--- src/rtl/alsu_cmd_master.sv ---
`default_nettype none
// ============================================================================
// alsu_cmd_master : queues ALSU commands, drives one at a time, returns results
// Revision: 1.0
// ============================================================================
module alsu_cmd_master #(
  parameter int LATENCY = 2,
  parameter int DEPTH   = 4
) (
  input  logic              clk,
  input  logic              rst,
  input  logic              cmd_valid,
  output logic              cmd_ready,
  input  logic [15:0]       cmd_data,
  output logic              alsu_rst,
  output logic [2:0]        opcode,
  output logic signed [2:0] A,
  output logic signed [2:0] B,
  output logic              cin,
  output logic              serial_in,
  output logic              red_op_A,
  output logic              red_op_B,
  output logic              bypass_A,
  output logic              bypass_B,
  output logic              direction,
  input  logic signed [5:0] out,
  input  logic [15:0]       leds,
  output logic              rsp_valid,
  input  logic              rsp_ready,
  output logic signed [5:0] rsp_out,
  output logic [15:0]       rsp_leds,
  output logic              rsp_invalid,
  output logic [7:0]        rsp_count
);

  localparam int       c_AW   = $clog2(DEPTH);
  localparam int       c_CW   = $clog2(DEPTH + 1);
  localparam logic [3:0] c_LAST = 4'(LATENCY - 1);

  typedef enum logic [2:0] {
    S_INIT  = 3'd0,
    S_IDLE  = 3'd1,
    S_DRIVE = 3'd2,
    S_WAIT  = 3'd3,
    S_RESP  = 3'd4
  } state_t;

  state_t            r_state;
  logic              r_init_cnt;
  logic [3:0]        r_wait_cnt;
  logic [15:0]       r_mem [DEPTH];
  logic [c_AW-1:0]   r_wptr;
  logic [c_AW-1:0]   r_rptr;
  logic [c_CW-1:0]   r_count;
  logic              w_push;
  logic              w_pop;
  logic [15:0]       w_head;

  // Gated by rst so the queue looks closed while reset is held.
  assign cmd_ready = rst & (r_count < c_CW'(DEPTH));
  assign w_push    = cmd_valid & cmd_ready;
  assign w_pop     = (r_state == S_IDLE) && (r_count != '0);
  assign w_head    = r_mem[r_rptr];

  always_ff @(posedge clk) begin
    if (w_push) r_mem[r_wptr] <= cmd_data;
  end

  always_ff @(posedge clk or negedge rst) begin
    if (!rst) begin
      r_wptr  <= '0;
      r_rptr  <= '0;
      r_count <= '0;
    end else begin
      if (w_push) r_wptr <= r_wptr + 1'b1;
      if (w_pop)  r_rptr <= r_rptr + 1'b1;
      case ({w_push, w_pop})
        2'b10:   r_count <= r_count + 1'b1;
        2'b01:   r_count <= r_count - 1'b1;
        default: r_count <= r_count;
      endcase
    end
  end

  always_ff @(posedge clk or negedge rst) begin
    if (!rst) begin
      r_state     <= S_INIT;
      r_init_cnt  <= 1'b0;
      r_wait_cnt  <= '0;
      alsu_rst    <= 1'b1;
      {opcode, A, B, cin, serial_in, red_op_A, red_op_B,
       bypass_A, bypass_B, direction} <= 16'h0000;
      rsp_valid   <= 1'b0;
      rsp_out     <= '0;
      rsp_leds    <= '0;
      rsp_invalid <= 1'b0;
      rsp_count   <= '0;
    end else begin
      case (r_state)
        S_INIT: begin
          if (r_init_cnt) begin
            alsu_rst <= 1'b0;
            r_state  <= S_IDLE;
          end else begin
            r_init_cnt <= 1'b1;
          end
        end
        S_IDLE: begin
          if (r_count != '0) begin
            {opcode, A, B, cin, serial_in, red_op_A, red_op_B,
             bypass_A, bypass_B, direction} <= w_head;
            r_state <= S_DRIVE;
          end
        end
        S_DRIVE: begin
          r_wait_cnt <= '0;
          r_state    <= S_WAIT;
        end
        S_WAIT: begin
          // ALSU inputs stay frozen until the result has been captured.
          if (r_wait_cnt == c_LAST) begin
            rsp_out     <= out;
            rsp_leds    <= leds;
            rsp_invalid <= |leds;
            rsp_valid   <= 1'b1;
            {opcode, A, B, cin, serial_in, red_op_A, red_op_B,
             bypass_A, bypass_B, direction} <= 16'h0000;
            r_state     <= S_RESP;
          end else begin
            r_wait_cnt <= r_wait_cnt + 1'b1;
          end
        end
        S_RESP: begin
          if (rsp_ready) begin
            rsp_valid <= 1'b0;
            rsp_count <= rsp_count + 1'b1;
            r_state   <= S_IDLE;
          end
        end
        default: r_state <= S_IDLE;
      endcase
    end
  end

endmodule
`default_nettype wire

--- config.mk ---
export PLATFORM = sky130hd
export DESIGN_NAME = alsu_cmd_master
export DESIGN_NICKNAME = d
export VERILOG_FILES = /design/src/rtl/alsu_cmd_master.sv
export SDC_FILE = /design/constraint.sdc
export NUM_CORES = 1
export LEC_CHECK = 0
export CELL_PAD_IN_SITES_DETAIL_PLACEMENT = 1
export CELL_PAD_IN_SITES_GLOBAL_PLACEMENT = 2
export CORE_MARGIN = 4
export CORE_UTILIZATION = 38
export DETAILED_ROUTE_END_ITERATION = 10
export PLACE_DENSITY = 0.79
export SLEW_MARGIN = 20
export SYNTH_ARGS = -nofsm -noshare
export SYNTH_HDL_FRONTEND = slang
export SYNTH_SLANG_ARGS = --single-unit
--- constraint.sdc ---
create_clock -name clk -period 3 [get_ports clk]
set_input_delay 0.3 -clock clk [delete_from_list [all_inputs] [get_ports clk]]
set_output_delay 0.3 -clock clk [all_outputs]
set_load 0.02 [all_outputs]
=== After elaboration in Yosys (flattened, before gate mapping) ===
Memory sizes are Yosys's and may differ from the RTL's.
Cells that the tools add are included.

* Bits in registers: 64
* Bits in latches: 0
* Memory bits (writable): 64
* Bits in read-only memories: 0
* Input bits: 42
* Output and inout port bits: 50
* Logic and storage cells: 94
* Memories: 1

{| class="wikitable"
|+ Memories
! memory !! depth !! width !! read ports !! clocked after memory_dff !! write ports !! line !! source
|-
| r_mem || 4 || 16 || 1 || 0 || 1 || 51 || <nowiki>logic [15:0] r_mem [DEPTH];</nowiki>
|}

* $add $sub $neg: 6
* $mul: 0
* Divide/modulo/power cells: 0
* Magnitude comparators: 1
* Equal/unequal tests: 12
* Shift operators: 0
* Muxes and demuxes: 35
* Bitwise gates (word level): 2
* Reductions and logical operators: 15

{| class="wikitable"
|+ Operator list
! kind !! count
|-
| two-way mux 3 bit || 8
|-
| case mux 3 bit (2 select lines) || 4
|-
| case mux 1 bit (2 select lines) || 8
|-
| OR reduction 16 bit || 1
|-
| case mux 3 bit (5 select lines) || 1
|-
| two-way mux 1 bit || 12
|-
| adder 8 x 1 -> 8 bit (second input constant) || 1
|-
| != test 2 bit (second input constant) || 4
|-
| case mux 4 bit (2 select lines) || 1
|-
| AND reduction 2 bit || 4
|-
| nonzero test 2 bit || 4
|-
| == test 3 x 2 -> 1 bit (second input constant) || 2
|-
| AND reduction 3 bit || 2
|-
| adder 2 x 1 -> 2 bit (second input constant) || 2
|-
| adder 4 x 1 -> 4 bit (second input constant) || 1
|-
| == test 4 x 1 -> 1 bit (second input constant) || 1
|-
| two-way mux 4 bit || 1
|-
| AND reduction 4 bit || 1
|-
| adder 3 x 1 -> 3 bit (second input constant) || 1
|-
| == test 3 x 1 -> 1 bit (second input constant) || 1
|-
| == test 3 bit (second input constant) || 1
|-
| logical NOT 3 bit || 1
|-
| < comparator 3 bit (second input constant) || 1
|-
| nonzero test 3 bit || 1
|-
| other kinds (6) || 7
|}

=== Logic depth before layout (Yosys ltp) ===
Gate-level depths: netlist of the first run.

* Word-level depth: 5
* Mapped depth: 9
* Mapped depth without buffers: 9

=== Least setup slack after synthesis of the first run ===
Ideal clock, no wire load.

* Path type: reg2reg
* From: reg r_state[1]
* To: reg r_count[2]
* Setup time: 0.079 ns
* Data arrival time: 2.152 ns
* Data required time: 2.921 ns
* Slack: 0.768 ns
* Stages on the path, launching flop included: 10
* Buffers on the path: 1
* Clock period less this slack: 2.232 ns
* Path through: dfrtp_1 -> nor3b_1 -> and2_1 -> buf_4 -> ha_1 -> inv_1 -> fa_1 -> xor2_1 -> nor2_1 -> xor2_1

* Longest elaborated chain between the ends: 4
* Elaborated cells between the ends (all ways): 6
* Classes of those cells: eq/ne (3); mux (1); reduce/logical (2)

{| class="wikitable"
|+ RTL lines
! element !! line !! source
|-
| start, declared || 48 || <nowiki>state_t r_state;</nowiki>
|-
| start signal, assigned || 87 || <nowiki>r_state <= S_INIT;</nowiki>
|-
| start signal, assigned || 103 || <nowiki>r_state <= S_IDLE;</nowiki>
|-
| start signal, assigned || 112 || <nowiki>r_state <= S_DRIVE;</nowiki>
|-
| == test 3 x 1 -> 1 bit * || 62 || <nowiki>assign w_pop = (r_state == S_IDLE) && (r_count != '0);</nowiki>
|-
| logical AND 1 bit * || 62 ||
|-
| named net w_pop || 56 || <nowiki>logic w_pop;</nowiki>
|-
| == test 2 x 1 -> 1 bit or == test 2 bit (tied branches) || 77 || <nowiki>case ({w_push, w_pop})</nowiki>
|-
| case mux 3 bit (2 select lines) or nonzero test 2 bit (tied branches) || - ||
|-
| end signal, assigned || 78 || <nowiki>2'b10: r_count <= r_count + 1'b1;</nowiki>
|-
| end signal, assigned || 79 || <nowiki>2'b01: r_count <= r_count - 1'b1;</nowiki>
|-
| end signal, assigned || 80 || <nowiki>default: r_count <= r_count;</nowiki>
|-
| end, declared || 54 || <nowiki>logic [c_CW-1:0] r_count;</nowiki>
|}

The timed path passes the listed nets; every way through them passes the cells marked *.
A chain may end at the register's enable or synchronous reset.

=== Worst setup path after layout of the first run ===
* From: reg r_state[0]
* To: reg r_count[2]

* Longest elaborated chain between the ends: 4
* Elaborated cells between the ends (all ways): 6
* Classes of those cells: eq/ne (3); mux (1); reduce/logical (2)

{| class="wikitable"
|+ RTL lines
! element !! line
|-
| == test 3 x 1 -> 1 bit * || 62
|-
| logical AND 1 bit * || 62
|-
| == test 2 x 1 -> 1 bit or == test 2 bit (tied branches) || 77
|-
| case mux 3 bit (2 select lines) or nonzero test 2 bit (tied branches) || -
|}

Every way passes the cells marked *; elsewhere a longest branch is shown, timed or not.

==> results of run 1 <==
-- routing by layer --
metal	GRT usage, %	wire [um]	vias up
li1	-	-	1323
met1	20.1	5030	1471
met2	22.9	5160	92
met3	5.10	567	14
met4	6.19	184	0
met5	0	0	-
-- stage by stage --
| step | power (mW) | std cells |
|---|---|---|
| 6_report | 7.13 | 584 |
| 5_1_grt | 7.55 | 584 |
| 4_1_cts | 7.25 | 584 |
| 3_5_place_dp | 5.20 | 552 |
| 3_3_place_gp | 5.14 | 552 |
| 2_1_floorplan | 4.24 | 288 |
-- power by group --
| part | internal (mW) | switching [mW] | total, mW |
|---|---|---|---|
| logic | 1.35 | 1.10 | 2.45 |
| registers | 2.29 | 0.380 | 2.67 |
| clock network | 1.24 | 0.765 | 2.01 |
-- synth_stat cells (2+ instances only) --
master | count | share of area, %
buf_4 | 3 | 0.44
o31ai_1 | 2 | 0.29
mux2i_1 | 2 | 0.39
mux2_2 | 8 | 1.7
ha_1 | 8 | 1.9
nor3_1 | 3 | 0.29
edfxtp_1 | 64 | 37
xnor2_1 | 9 | 1.5
and4_1 | 2 | 0.34
a22o_1 | 16 | 2.7
mux2_4 | 17 | 4.9
buf_2 | 5 | 0.48
and2_1 | 3 | 0.36
nand3_1 | 7 | 0.68
nor3b_1 | 2 | 0.29
buf_12 | 2 | 0.78
and3_1 | 5 | 0.61
nand4_1 | 3 | 0.36
nor4_1 | 4 | 0.48
xor2_1 | 4 | 0.68
dfrtp_1 | 63 | 31
mux4_2 | 16 | 7.0
nand2_1 | 4 | 0.29
or2_1 | 2 | 0.24
inv_1 | 9 | 0.65
-- sequential cells by signal (all words and copies together), names as in the netlist --
register	count
r_wptr	2
rsp_out	6
r_init_cnt	1
r_wait_cnt	4
rsp_count	8
A	3
r_count	3
red_op_A	1
r_state	3
rsp_leds	16
r_mem	64
bypass_A	1
r_rptr	2
opcode	3
B	3
serial_in	1
rsp_invalid	1
bypass_B	1
red_op_B	1
rsp_valid	1
cin	1
alsu_rst	1
direction	1
-- critical path: stages, from the launching register on --
cell,delay [ns]
dfrtp_1,0.56
nor3b_1,0.49
and2_1,0.23
ha_1,0.19
inv_1,0.06
fa_1,0.37
xor2_1,0.15
nor2_1,0.11
xor2_1,0.15
-- cell type report --
type	count	share of cell area, %
clock inverters	13	2.03
flip-flops and latches	128	51.5
well taps	176	3.22
multi-input cells	138	21.8
clock buffers	19	6.47
inverters	9	0.493
repair buffers	101	14.5
-- cell families after synthesis --
| family | count (synthesis) |
|---|---|
| DFF | 128 |
| and+or+nand+nor | 48 |
| muxes | 43 |
| AOI/OAI and AO/OA | 25 |
| buffers and inverters | 22 |
| xor gates and xnor gates | 13 |
| adders and majority gates | 9 |
-- final timing paths --
| kind | from | end | slack [ns] | cells past startpoint |
|---|---|---|---|---|
| max in group asynchronous | rst | rsp_leds[1] | 2.32 | 2 |
| hold / removal | rst | r_wait_cnt[1] | 0.14 | 2 |
| setup / recovery | r_state[0] | r_count[2] | 0.61 | 8 |
| hold reg to reg | r_init_cnt | alsu_rst | 0.48 | 1 |
| min in group clk | r_init_cnt | alsu_rst | 0.48 | 1 |
| setup reg to reg | r_state[0] | r_count[2] | 0.61 | 8 |
==> flow_metrics.env, run 1 <==
export IMPL_hold_viol_final=0
export IMPL_cts_root_buf="clkbuf_16"
export IMPL_io_buffers=91
export IMPL_worstSetupPathType="reg -> reg"
export IMPL_grt_overflow=0
export IMPL_timing_slew_headroom_pct=43.6
export IMPL_die_h_um=125
export IMPL_muxShareOfSynthArea_pct=14.1
export IMPL_clock_fmax_ghz=0.418
export IMPL_critPathLaunchType="register"
export IMPL_holdWs_ns=0.135
export IMPL_clk_latency_ns=0.42
export IMPL_end_kind="register"
export IMPL_synthAdderAreaFrac_pct=2.33
export IMPL_first_pass_iters=4
export IMPL_regArea_mm2=0.00352
export IMPL_synth_edff_count=64
export IMPL_grt_pass1_wl_um=18200
export IMPL_rsz0062_at_grt="false"
export IMPL_areaGrowthSynthToFinish_pct=32.7
export IMPL_crit_path_max_fanout=13
export IMPL_synth_flop_cell="edfxtp_1"
export IMPL_cap_violations=0
export IMPL_cts_hold_buf=0
export IMPL_drt_first_iter_violations=198
export IMPL_setup_violations=0
export IMPL_tightest_slew_ns=0.845
export IMPL_tns_ns=0
export IMPL_async_flop_share_pct=50.0
export IMPL_ant_nets=0
export IMPL_layout_drive_gt1_share_pct=21.3
export IMPL_initial_core_util_pct=38.8
export IMPL_synth_compound_area_share_pct=4.34
export IMPL_coreArea_mm2=0.0133
export IMPL_cts_tree="built"
export IMPL_postSynthCellCount=288
export IMPL_synthSimpleGateAreaFrac_pct=6.01
export IMPL_grt_start_max_net_pins=65
export IMPL_dpl_cell_area_mm2=0.00627
export IMPL_place_gp_congestion=0.720
export IMPL_dp_hpwl_um=6990
export IMPL_synthXorXnorAreaFrac_pct=2.21
export IMPL_post_cts_setup_buffer_count=0
export IMPL_mostFrequentLayoutCells="90 x clkdlybuf4s50_1, 64 x edfxtp_1, 63 x dfrtp_1"
export IMPL_setup_ws_ns=0.606
export IMPL_synth_top_family_by_area="multiplexers"
export IMPL_vdd_drop_max_uv=592
export IMPL_power_density_mw_per_mm2=1040
export IMPL_dieArea_mm2=0.0155
export IMPL_clockBufferDepth=2
export IMPL_synth_avg_cell_area_um2=17.9
export IMPL_grt_antenna_before_repair=0
export IMPL_cp_required_ns=3.34
export IMPL_finalCritPeriodShare_pct=79.8
export IMPL_place_worst_setup_slack_ns=0.622
export IMPL_rows=42
export IMPL_nets=446
export IMPL_drcViolationCount=0
export IMPL_final_area_mm2=0.00685
export IMPL_seq_area_frac_synth_pct=68.3
export IMPL_cts_buffers=17
export IMPL_die_w_um=125
export IMPL_wl_um=10900
export IMPL_layout_commonest_cell="clkdlybuf4s50_1"
export IMPL_grt_pass1_vias=3243
export IMPL_p_leak_nw=2.68
export IMPL_htreeDepth=4
export IMPL_clk_pin_slew_ns=0.06
export IMPL_grt_usage_pct=15.1
export IMPL_dr_total_vias=2900
export IMPL_slew_violations=0
export IMPL_yosysWarnings=0
export IMPL_clock_skew_ns=0.0102
export IMPL_cts_resized_gates=0
export IMPL_fin_crit_ns=2.39
export IMPL_antenna_cells_inserted=0
export IMPL_via_per_inst=4.97
export IMPL_fin_util_pct=51.5
export IMPL_status="finished clean"
export IMPL_clock_sinks=128
export IMPL_crit_arrival_ns=2.73
export IMPL_n_fill_cell=1259
export IMPL_synth_distinct_cells=50
export IMPL_pin_count=92
export IMPL_hp_class="in -> async"
export IMPL_syn_nets=339
export IMPL_wl_per_cell_um=18.7
export IMPL_synth_area_mm2=0.00516
export IMPL_multi_input_area_mm2=0.00149
export IMPL_ys_seq_elements=128
Note: power is estimated with default switching activity, not from simulation.
==> inputs of run 2 (changes only) <==
- CORE_UTILIZATION: 38 -> 34
- PLACE_DENSITY: 0.79 -> 0.75
- clock period: 3 -> 2.2 ns (I/O delays scaled with it)
==> run 2 against run 1 <==
Compared with the run above: core utilization is 4.2 points lower; clock-buffer cell count is 2 higher; non-clock buffer count is 6 higher; critical endpoint unchanged; largest power group is now combinational logic.
==> flow_metrics.env, run 2 (synthesis results as in run 1) <==
export IMPL_crit_arrival_ns=2.30
export IMPL_cts_tree="built"
export IMPL_layout_drive_gt1_share_pct=22.9
export IMPL_final_cell_count_no_fill=598
export IMPL_largest_register_ffs=64
export IMPL_dp_cells=566
export IMPL_grt_start_max_net_pins=65
export IMPL_hold_viol_final=0
export IMPL_grt_antenna_before_repair=0
export IMPL_antenna_cells_inserted=0
export IMPL_slew_violations=0
export IMPL_dr_total_vias=2978
export IMPL_swShare_pct=31.5
export IMPL_areaGrowthSynthToFinish_pct=34.7
export IMPL_critPathLaunchType="register"
export IMPL_cp_slowest_cell="or3_1"
export IMPL_first_pass_iters=4
export IMPL_tightest_slew_ns=0.858
export IMPL_nets=452
export IMPL_wl_per_cell_um=19.6
export IMPL_vdd_drop_max_uv=708
export IMPL_clock_sinks=128
export IMPL_initial_core_util_pct=35.1
export IMPL_internal_power_mw=6.90
export IMPL_crit_top_cell="xor2_1"
export IMPL_power_density_mw_per_mm2=1450
export IMPL_rows=44
export IMPL_status="finished clean"
export IMPL_clk_latency_ns=0.42
export IMPL_htreeDepth=4
export IMPL_slowest_delay_ns=0.46
export IMPL_via_per_inst=4.98
export IMPL_pin_count=92
export IMPL_coreArea_mm2=0.0147
export IMPL_cp_required_ns=2.49
export IMPL_grt_overflow=0
export IMPL_crit_path_cell_trace="or3_1 > and2_1 > ha_1 > inv_1 > fa_1 > xor2_1 > nor2_1 > xor2_1"
export IMPL_dp_hpwl_um=7230
export IMPL_ant_nets=0
export IMPL_mostFrequentLayoutCells="90 x clkdlybuf4s50_1, 64 x edfxtp_1, 63 x dfrtp_1"
export IMPL_cap_violations=0
export IMPL_crit_path_max_fanout=3
export IMPL_cts_resized_gates=0
export IMPL_clk_pin_slew_ns=0.06
export IMPL_clock_skew_ns=0.0133
export IMPL_dieArea_mm2=0.0172
export IMPL_place_gp_congestion=0.752
export IMPL_p_leak_nw=2.73
export IMPL_reg_top3="r_mem (64), rsp_leds (16), rsp_count (8)"
export IMPL_wl_um=11700
export IMPL_finalCritPeriodShare_pct=91.7
export IMPL_end_kind="register"
export IMPL_p_seq_share_pct=35.0
export IMPL_hp_class="in -> async"
export IMPL_n_fill_cell=1398
export IMPL_clock_fmax_ghz=0.496
export IMPL_layout_commonest_cell="clkdlybuf4s50_1"
export IMPL_grt_pass1_wl_um=19300
export IMPL_grt_usage_pct=14.4
export IMPL_io_buffers=91
export IMPL_setup_violations=0
export IMPL_die_h_um=131
export IMPL_rsz0062_at_grt="false"
export IMPL_die_w_um=131
export IMPL_tns_ns=0
export IMPL_drcViolationCount=0
export IMPL_worstSetupPathType="reg -> reg"
export IMPL_drt_first_iter_violations=124
export IMPL_post_cts_setup_buffer_count=0
export IMPL_comb_power_share_pct=36.0
export IMPL_regMostFlops="r_mem"
export IMPL_cts_root_buf="clkbuf_16"
export IMPL_grt_pass1_vias=3500
export IMPL_p_clk_share_pct=28.9
export IMPL_timing_slew_headroom_pct=42.8
export IMPL_p_sw_mw=3.17
export IMPL_cts_hold_buf=0
export IMPL_cts_buffers=17
export IMPL_fin_crit_ns=2.02
export IMPL_clockBufferDepth=2
==> run 2: final timing paths <==
path,from,end,slack [ns],depth (start not counted)
min,rst,r_wait_cnt[1],0.06,2
max reg2reg,r_count[2],r_count[2],0.18,8
min in group clk,out[2],rsp_out[2],0.43,2
min reg2reg,r_init_cnt,alsu_rst,0.44,1
max in group asynchronous,rst,rsp_leds[4],1.59,2
max,r_count[2],r_count[2],0.18,8
==> run 2: critical path, delay by kind of cell, from the launching register on <==
| family | cells | cell delay, ns |
|---|---|---|
| xor+xnor | 2 | 0.30 |
| fa+ha+maj | 2 | 0.39 |
| buf+inv | 1 | 0.09 |
| flops | 1 | 0.41 |
| simple gates | 3 | 0.72 |
==> run 2: power by group through the flow <==
stage | combinational (mW) | sequential (mW) | clock, mW
2_1_floorplan | 1.87 | 3.92 | 0
3_3_place_gp | 3.58 | 3.53 | 0
3_5_place_dp | 3.66 | 3.56 | 0
4_1_cts | 3.70 | 3.54 | 2.98
5_1_grt | 3.91 | 3.61 | 3.12
6_report | 3.63 | 3.53 | 2.92
==> run 2: through the flow <==
step	hold WS (ns)	setup WS [ns]	utilization, %	total power, mW	area (um2)
floorplan	-0.0756	0.110	-	5.79	5160
global placement	0.429	0.190	43.1	7.11	6340
detailed placement	0.439	0.0752	43.1	7.22	6340
CTS	0.0974	0.171	47.3	10.2	6950
global route	0.125	0.0687	47.3	10.6	6950
finish	0.0561	0.183	47.3	10.1	6950
==> run 2: metal layers <==
layer  share of wire (%)  track usage (%)  up-vias
met1                  45             17.7     1543
met4                 1.2             4.90        0
met2                  49             23.8       89
li1                    -                -     1335
met3                 5.0             4.93       11
met5                   0                0        -
==> run 2: final cells by class <==
cell class | instances | area [um2] | share of cell area [%]
clock buffers | 21 | 460 | 6.62
clock inverters | 11 | 154 | 2.21
inverters | 9 | 33.8 | 0.486
multi-input cells | 138 | 1500 | 21.6
flip-flops and latches | 128 | 3520 | 50.7
well taps | 184 | 230 | 3.31
repair buffers | 107 | 1050 | 15.1
